$ cat src/rtl/nebula_pqc_arbiter.sv
// ---------------------------------------------------------------------------
// nebula_pqc_arbiter
//
// Shares a single nebula_pqc_core among NREQ requesters. A requester is picked
// round-robin and its 256-bit seed is latched. The core is then cleared,
// started and watched until it reports done or the job times out. The result
// is returned to the requester as a one-cycle ack, with err marking a timeout.
//
// Parameters
//   NREQ     number of requesters
//   TIMEOUT  maximum number of WAIT cycles before a job is aborted with err=1
//
// Ports
//   clk         single clock, rising edge
//   reset       synchronous, active-high reset
//   req         per-requester job request, held until the matching ack
//   seed_in     requester i seed in bits [256*i+255:256*i]
//   ack         one-cycle job-complete pulse to the granted requester
//   err         valid with ack: 1 = timed out, 0 = core completed
//   grant_id    index of the current or last granted requester
//   busy        high whenever the arbiter is not idle
//   core_rst_n  active-low core reset (flop output)
//   core_start  core start (flop output)
//   core_seed   seed presented to the core (flop output)
//   core_done   sticky done from the core, cleared only by core_rst_n
// ---------------------------------------------------------------------------
module nebula_pqc_arbiter #(
  parameter int NREQ    = 4,
  parameter int TIMEOUT = 16,
  localparam int IDW    = (NREQ > 1) ? $clog2(NREQ) : 1,
  localparam int CW     = $clog2(TIMEOUT + 1)
) (
  input  logic                  clk,
  input  logic                  reset,
  input  logic [NREQ-1:0]       req,
  input  logic [NREQ*256-1:0]   seed_in,
  output logic [NREQ-1:0]       ack,
  output logic                  err,
  output logic [IDW-1:0]        grant_id,
  output logic                  busy,
  output logic                  core_rst_n,
  output logic                  core_start,
  output logic [255:0]          core_seed,
  input  logic                  core_done
);

  localparam logic [2:0] IDLE  = 3'd0;
  localparam logic [2:0] CLEAR = 3'd1;
  localparam logic [2:0] START = 3'd2;
  localparam logic [2:0] WAIT  = 3'd3;
  localparam logic [2:0] DONE  = 3'd4;

  logic [2:0]      state;
  logic [2:0]      state_next;
  logic            err_next;
  logic [IDW-1:0]  rr_ptr;
  logic [CW-1:0]   cnt;
  logic            out_of_reset;

  logic            pick_valid;
  logic [IDW-1:0]  pick_id;
  logic [IDW-1:0]  cand;
  logic [255:0]    pick_seed;
  logic [NREQ-1:0] ack_next;

  // Round-robin search starting at rr_ptr. Walking the offsets from highest
  // to lowest lets the smallest offset with a pending request win last.
  always_comb begin
    pick_valid = 1'b0;
    pick_id    = '0;
    cand       = '0;
    for (int i = NREQ - 1; i >= 0; i--) begin
      cand = IDW'((int'(rr_ptr) + i) % NREQ);
      if (req[cand]) begin
        pick_valid = 1'b1;
        pick_id    = cand;
      end
    end
  end

  // Seed of the requester about to be granted.
  always_comb begin
    pick_seed = '0;
    for (int i = 0; i < NREQ; i++) begin
      if (pick_id == IDW'(i)) begin
        pick_seed = seed_in[256*i +: 256];
      end
    end
  end

  // One-hot ack pattern for the current grant.
  always_comb begin
    ack_next = '0;
    for (int i = 0; i < NREQ; i++) begin
      ack_next[i] = (grant_id == IDW'(i));
    end
  end

  // Next-state logic. A finishing core beats the timeout in the same cycle.
  // The first cycle out of reset never grants, so the core sees core_rst_n
  // high for one cycle before its first clear.
  always_comb begin
    state_next = state;
    err_next   = 1'b0;
    case (state)
      IDLE:  if (out_of_reset && pick_valid) state_next = CLEAR;
      CLEAR: state_next = START;
      START: state_next = WAIT;
      WAIT: begin
        if (core_done) begin
          state_next = DONE;
        end else if (cnt == CW'(TIMEOUT - 1)) begin
          state_next = DONE;
          err_next   = 1'b1;
        end
      end
      DONE:    state_next = IDLE;
      default: state_next = IDLE;
    endcase
  end

  // Registered state and outputs. Core controls and ack/err are computed from
  // the next state so that they are flop outputs aligned with the state.
  always_ff @(posedge clk) begin
    if (reset) begin
      state        <= IDLE;
      rr_ptr       <= '0;
      grant_id     <= '0;
      core_seed    <= '0;
      ack          <= '0;
      err          <= 1'b0;
      core_start   <= 1'b0;
      core_rst_n   <= 1'b0;
      cnt          <= '0;
      out_of_reset <= 1'b0;
    end else begin
      out_of_reset <= 1'b1;
      state        <= state_next;
      core_start   <= (state_next == START) || (state_next == WAIT);
      core_rst_n   <= (state_next != CLEAR);
      ack          <= '0;
      err          <= 1'b0;
      if (state_next == DONE) begin
        ack <= ack_next;
        err <= err_next;
      end
      case (state)
        IDLE: begin
          if (state_next == CLEAR) begin
            grant_id  <= pick_id;
            core_seed <= pick_seed;
          end
        end
        START: cnt <= '0;
        WAIT: begin
          // Stops at TIMEOUT-1 so the counter can never wrap.
          if (!core_done && (cnt != CW'(TIMEOUT - 1))) begin
            cnt <= cnt + 1'b1;
          end
        end
        DONE: begin
          if (int'(grant_id) == NREQ - 1) begin
            rr_ptr <= '0;
          end else begin
            rr_ptr <= grant_id + 1'b1;
          end
        end
        default: ;
      endcase
    end
  end

  assign busy = (state != IDLE);

endmodule

$ cat config.mk
export PLATFORM = sky130hd
export DESIGN_NAME = nebula_pqc_arbiter
export DESIGN_NICKNAME = d
export VERILOG_FILES = /design/src/rtl/nebula_pqc_arbiter.sv
export SDC_FILE = /design/constraint.sdc
export NUM_CORES = 1
export LEC_CHECK = 0
export CORE_AREA = 2 2 512 514
export CTS_CLUSTER_SIZE = 12
export DETAILED_ROUTE_END_ITERATION = 7
export DIE_AREA = 0 0 514 516
export SLEW_MARGIN = 20
export SYNTH_ARGS = -nofsm -noshare
export SYNTH_HDL_FRONTEND = slang
export SYNTH_SLANG_ARGS = --single-unit
export TNS_END_PERCENT = 10
$ cat constraint.sdc
create_clock -name clk -period 5.77 [get_ports clk]
set_input_delay 1.731 -clock clk [delete_from_list [all_inputs] [get_ports clk]]
set_output_delay 1.731 -clock clk [all_outputs]
set_load 0.01 [all_outputs]
* Yosys cells after proc, flatten, opt, wreduce, memory -nomap -nowiden
Index checks and enable logic that the tools add are counted.
Storage, ports and cells: bits of input ports 1031, output and inout port bits 266, register bits after elaboration 276, word-level logic and storage cells 82
Cells by class: muxes and demuxes 29, bitwise gates (word level) 2, equal/unequal tests 19, reductions and logical operators 13, order comparisons 4, add/sub/neg operators 5
Operators with widths (count):
- 2-to-1 mux 256 bit | 4
- equality test 3 x 2 -> 1 bit (second input constant) | 4
- less-than comparator 2 x 3 -> 1 bit (second input constant) | 4
- case mux 3 bit (4 select lines) | 1
- 2-to-1 mux 1 bit | 10
- 2-to-1 mux 2 bit | 5
- case mux 5 bit (2 select lines) | 1
- 2-to-1 mux 3 bit | 3
- binary-select mux 1 bit (select 2 bit) | 4
- equality test 2 bit (second input constant) | 4
- equality test 2 x 1 -> 1 bit (second input constant) | 3
- equality test 3 x 1 -> 1 bit (second input constant) | 2
- equality test 3 bit (second input constant) | 2
- adder 5 x 1 -> 5 bit (second input constant) | 1
- equality test 5 x 4 -> 1 bit (second input constant) | 1
- 2-to-1 mux 5 bit | 1
- != test 5 x 4 -> 1 bit (second input constant) | 1
- adder 2 x 1 -> 2 bit (second input constant) | 2
- adder 2 bit (second input constant) | 2
- zero test 2 bit | 2
- AND reduction 2 bit | 2
- OR reduction 4 bit | 1
- zero test 3 bit | 1
- != test 3 x 1 -> 1 bit (second input constant) | 1
- other kinds (8) | 10

* Depth between registers and ports, before layout
word-level depth 13, gate-level depth with buffers 8, mapped depth without buffers 8

* Worst setup path before layout
Ideal clock, no wire load.
path kind input -> register, from in req[3], to reg core_seed[0], stages 8, data arrival time 3.079 ns, path buffers 3, library setup time 0.121 ns, data required time 5.649 ns, path slack 2.571 ns, cell sequence nor2_1 -> a2111oi_4 -> or2_1 -> buf_2 -> buf_4 -> buf_2 -> a211oi_1 -> o21ai_1
On the way: longest elaborated chain between the ends 11, elaborated cells on any way between the ends 29, those cells by class eq/ne: 4; mux: 22; reduce/logical: 3
RTL lines:
- start: declaration | RTL line 35 | input logic [NREQ-1:0] req,
- binary-select mux 1 bit (select 2 bit) | RTL line 74 | if (req[cand]) begin
- 2-to-1 mux 1 bit (implied by the code) | RTL line 74
- 2-to-1 mux 1 bit or 2-to-1 mux 2 bit (tied branches) (4 in a row) | RTL line 74
- logical AND 1 bit or zero test 2 bit (tied branches) | RTL line 106, 85
- 2-to-1 mux 3 bit or 2-to-1 mux 256 bit (tied branches) | RTL line 106, 85
- case mux 3 bit (4 select lines) or 2-to-1 mux 256 bit (tied branches) | RTL line 105, 85
- equality test 3 x 1 -> 1 bit or 2-to-1 mux 256 bit (tied branches) | RTL line 149, 85
- AND reduction 2 bit (no source line) or 2-to-1 mux 256 bit (tied branches)
- end signal: assignment | RTL line 151 | core_seed <= pick_seed;
- end: declaration | RTL line 43 | output logic [255:0] core_seed,
Parallel ways exist; a longest one is shown, timed or not. The select of a mux whose other input is x is not followed. A chain may end at the register's enable or synchronous reset.

* Final worst setup path
from in req[0], to reg core_seed[242]
The elaborated chain is that of the path after synthesis.

==> impl_metrics.tcl <==
set metrics [dict create \
    outcome "finished, final reports clean" \
    fin_nets 4096 \
    seq_area_frac_synth 0.359 \
    netlist_area_mm2 0.0154 \
    die_h_um 516 \
    clock-root-buffer "clkbuf_16" \
    setup-violations-final 0 \
    synth_top_area_frac 0.359 \
    cts_max_path_buffers 3 \
    maxSlewHeadroom 0.185 \
    syn_avg_cell_area_um2 8.25 \
    final_common_cell "clkdlybuf4s50_1" \
    fin_crit_ns 4.57 \
    synth_top_area_cell "dfxtp_1" \
    final_util 0.134 \
    intPower_w 0.00533 \
    routabilityCongestion 1.07 \
    postCtsSetupRepairBufs 0 \
    power_frac_seq 0.277 \
    dr.first_iter.drc_count 1923 \
    max_freq_mhz 219 \
    cts_tree "yes" \
    finalHoldViolations 0 \
    vias 23800 \
    ctsResizeCount 0 \
    core-area_mm2 0.259 \
    hold_path_depth 2 \
    worstSetupPathType "in2reg" \
    drtAntennaViolNets 0 \
    areaGrowthSynthToFinish_pct 125 \
    clock_skew_ns 0.0254 \
    antenna_found_initial 348 \
    port_buffers 1296 \
    clkTransAtPathRegs_ns 0.06 \
    p_leak_nw 10.3 \
    syn_inst 1863 \
    grt_use_total 0.175 \
    pin_count 1297 \
    whs_ns 0.447 \
    path_max_fanout 49 \
    p_sw_w 0.00285 \
    tightest_slew_ns 1.22 \
    clock_latency_ns 0.68 \
    grt_pass1_vias 22600 \
    wirelength_um 244000 \
    grt_pass1_wl_um 291000 \
    clkSinkCount 276 \
    place_hpwl_um 214000 \
    die_w_um 514 \
    synth_area_leaders "dfxtp_1 (36%), o221ai_1 (15%), a211oi_1 (13%)" \
    ir_drop_uv 234 \
    clkPwrFrac 0.402 \
    synthArstFlopShare 0 \
    drt_first_pass_iters 5 \
    synth_cell_types 43 \
    critPathCaptureType "register" \
    fin_total_pwr_w 0.00819 \
    hp-class "reg2reg" \
    r2r_cells 7 \
    p_per_area_mw_per_mm2 236 \
    p_sw_frac 0.348 \
    fin_tns_setup_ns 0 \
    fin_crit_sh 0.793 \
    overflow 0 \
    wire_per_inst_um 36.9 \
    postCtsHoldBufs 0 \
    layout_common_cells "clkdlybuf4s50_1 (1296), dfxtp_1 (276), nand2_1 (261)" \
    drv_cap 0 \
    drc 0 \
    cts_buffers 49 \
    vias_per_cell 3.60 \
    cp.arrival_ns 5.11 \
    drive_gt1_frac 0.0565 \
    slew_viol_final 0 \
    yosys_warnings 0 \
    pwr-share-comb 0.322 \
    synth_fp_nets 2900 \
    synth-seq-cells 276 \
    cp-start-kind "primary input" \
    synth_edf_count 0 \
    required_ns 6.31 \
    row_count 187 \
    die_area_mm2 0.265 \
    initial_core_util 0.0593 \
    rsz0062_at_grt "no" \
    synth-main-ff-cell "dfxtp_1" \
    cts_max_level 2 \
    grt_max_degree 91 \
]
## per-layer routing
layer,vias up,GRT usage,wire length (um)
met5,-,0,1470
met2,1794,0.253,97700
met1,11300,0.207,97100
met3,642,0.105,35500
li1,9840,-,-
met4,222,0.0759,12600
## final cells by class
type,instances,area (um2)
Tap cell,3402,4260
Antenna cell,120,300
Clock buffer,65,1400
Timing Repair Buffer,1372,13900
Sequential cell,276,5530
Fill cell,29500,225000
Multi-Input combinational cell,1352,8920
Clock inverter,27,308
Inverter,8,30.0
## through the flow
step | instances | cell area, um2 | setup slack [ns]
6_report | 6622 | 34700 | 1.20
5_1_grt | 6568 | 34500 | 1.20
4_1_cts | 6502 | 34400 | 1.45
3_5_place_dp | 6410 | 32600 | 0.688
3_3_place_gp | 6410 | 32600 | 0.603
2_1_floorplan | 1863 | 15400 | 2.57
## synth_stat cells (2+ instances only)
master       n
a2111oi_0    2
a2111oi_4    2
a211oi_1   257
a21oi_1      3
and2_1       4
buf_1       20
buf_2       75
buf_4        4
clkbuf_1   127
dfxtp_1    276
ha_1         6
inv_1        8
nand2_1    261
nand2b_1     2
nand3_1      2
nor2_1      14
nor2b_1      2
nor3_1       3
nor3b_1    257
o21ai_0     19
o21ai_1    238
o221ai_1   258
or2_2        2
xor2_1       2
## final timing paths
check                         startpoint  slack [ns]                     endpoint
max                               req[0]        1.20  core_seed[242]$_SDFFE_PP0P_
min          core_seed[117]$_SDFFE_PP0P_        0.45  core_seed[117]$_SDFFE_PP0P_
max reg2reg       rr_ptr[0]$_SDFFE_PP0N_        2.47  core_seed[242]$_SDFFE_PP0P_
min reg2reg  core_seed[117]$_SDFFE_PP0P_        0.45  core_seed[117]$_SDFFE_PP0P_
## power groups by stage
| stage | clock network (W) | registers, W | logic, W |
|---|---|---|---|
| floorplan | 0 | 0.00234 | 0.000664 |
| global placement | 0 | 0.00230 | 0.00264 |
| detailed placement | 0 | 0.00230 | 0.00265 |
| CTS | 0.00344 | 0.00226 | 0.00266 |
| global route | 0.00343 | 0.00229 | 0.00276 |
| finish | 0.00329 | 0.00227 | 0.00263 |
## state kept, by name, indices dropped and copies added (netlist names)
| name | flops |
|---|---|
| rr_ptr | 2 |
| core_rst_n | 1 |
| cnt | 5 |
| state | 3 |
| core_seed | 256 |
| ack | 4 |
| out_of_reset | 1 |
| grant_id | 2 |
| err | 1 |
| core_start | 1 |
## cell families (layout without fill, tap and decap cells)
group / count (synthesis) / after routing / synth area share
flip-flops: 276 / 276 / 0.359
buffers and inverters: 235 / 1472 / 0.0649
multiplexers: 1 / 1 / 0.000651
AND/OR/NAND/NOR: 556 / 556 / 0.203
XOR/XNOR: 3 / 3 / 0.00171
AO/OA/AOI/OAI: 786 / 786 / 0.366
other: 0 / 120 / 0
adder cells (fa/ha/maj): 6 / 6 / 0.00488
## critical path, cell delays in order
cell             delay [ns]
clkdlybuf4s50_1        0.58
nor2b_2                0.27
a2111oi_4              0.66
buf_12                 0.31
buf_12                 0.28
nor3b_1                0.19
a211oi_1               0.84
o21ai_1                0.12
Note: power is estimated with default switching activity, not from simulation.
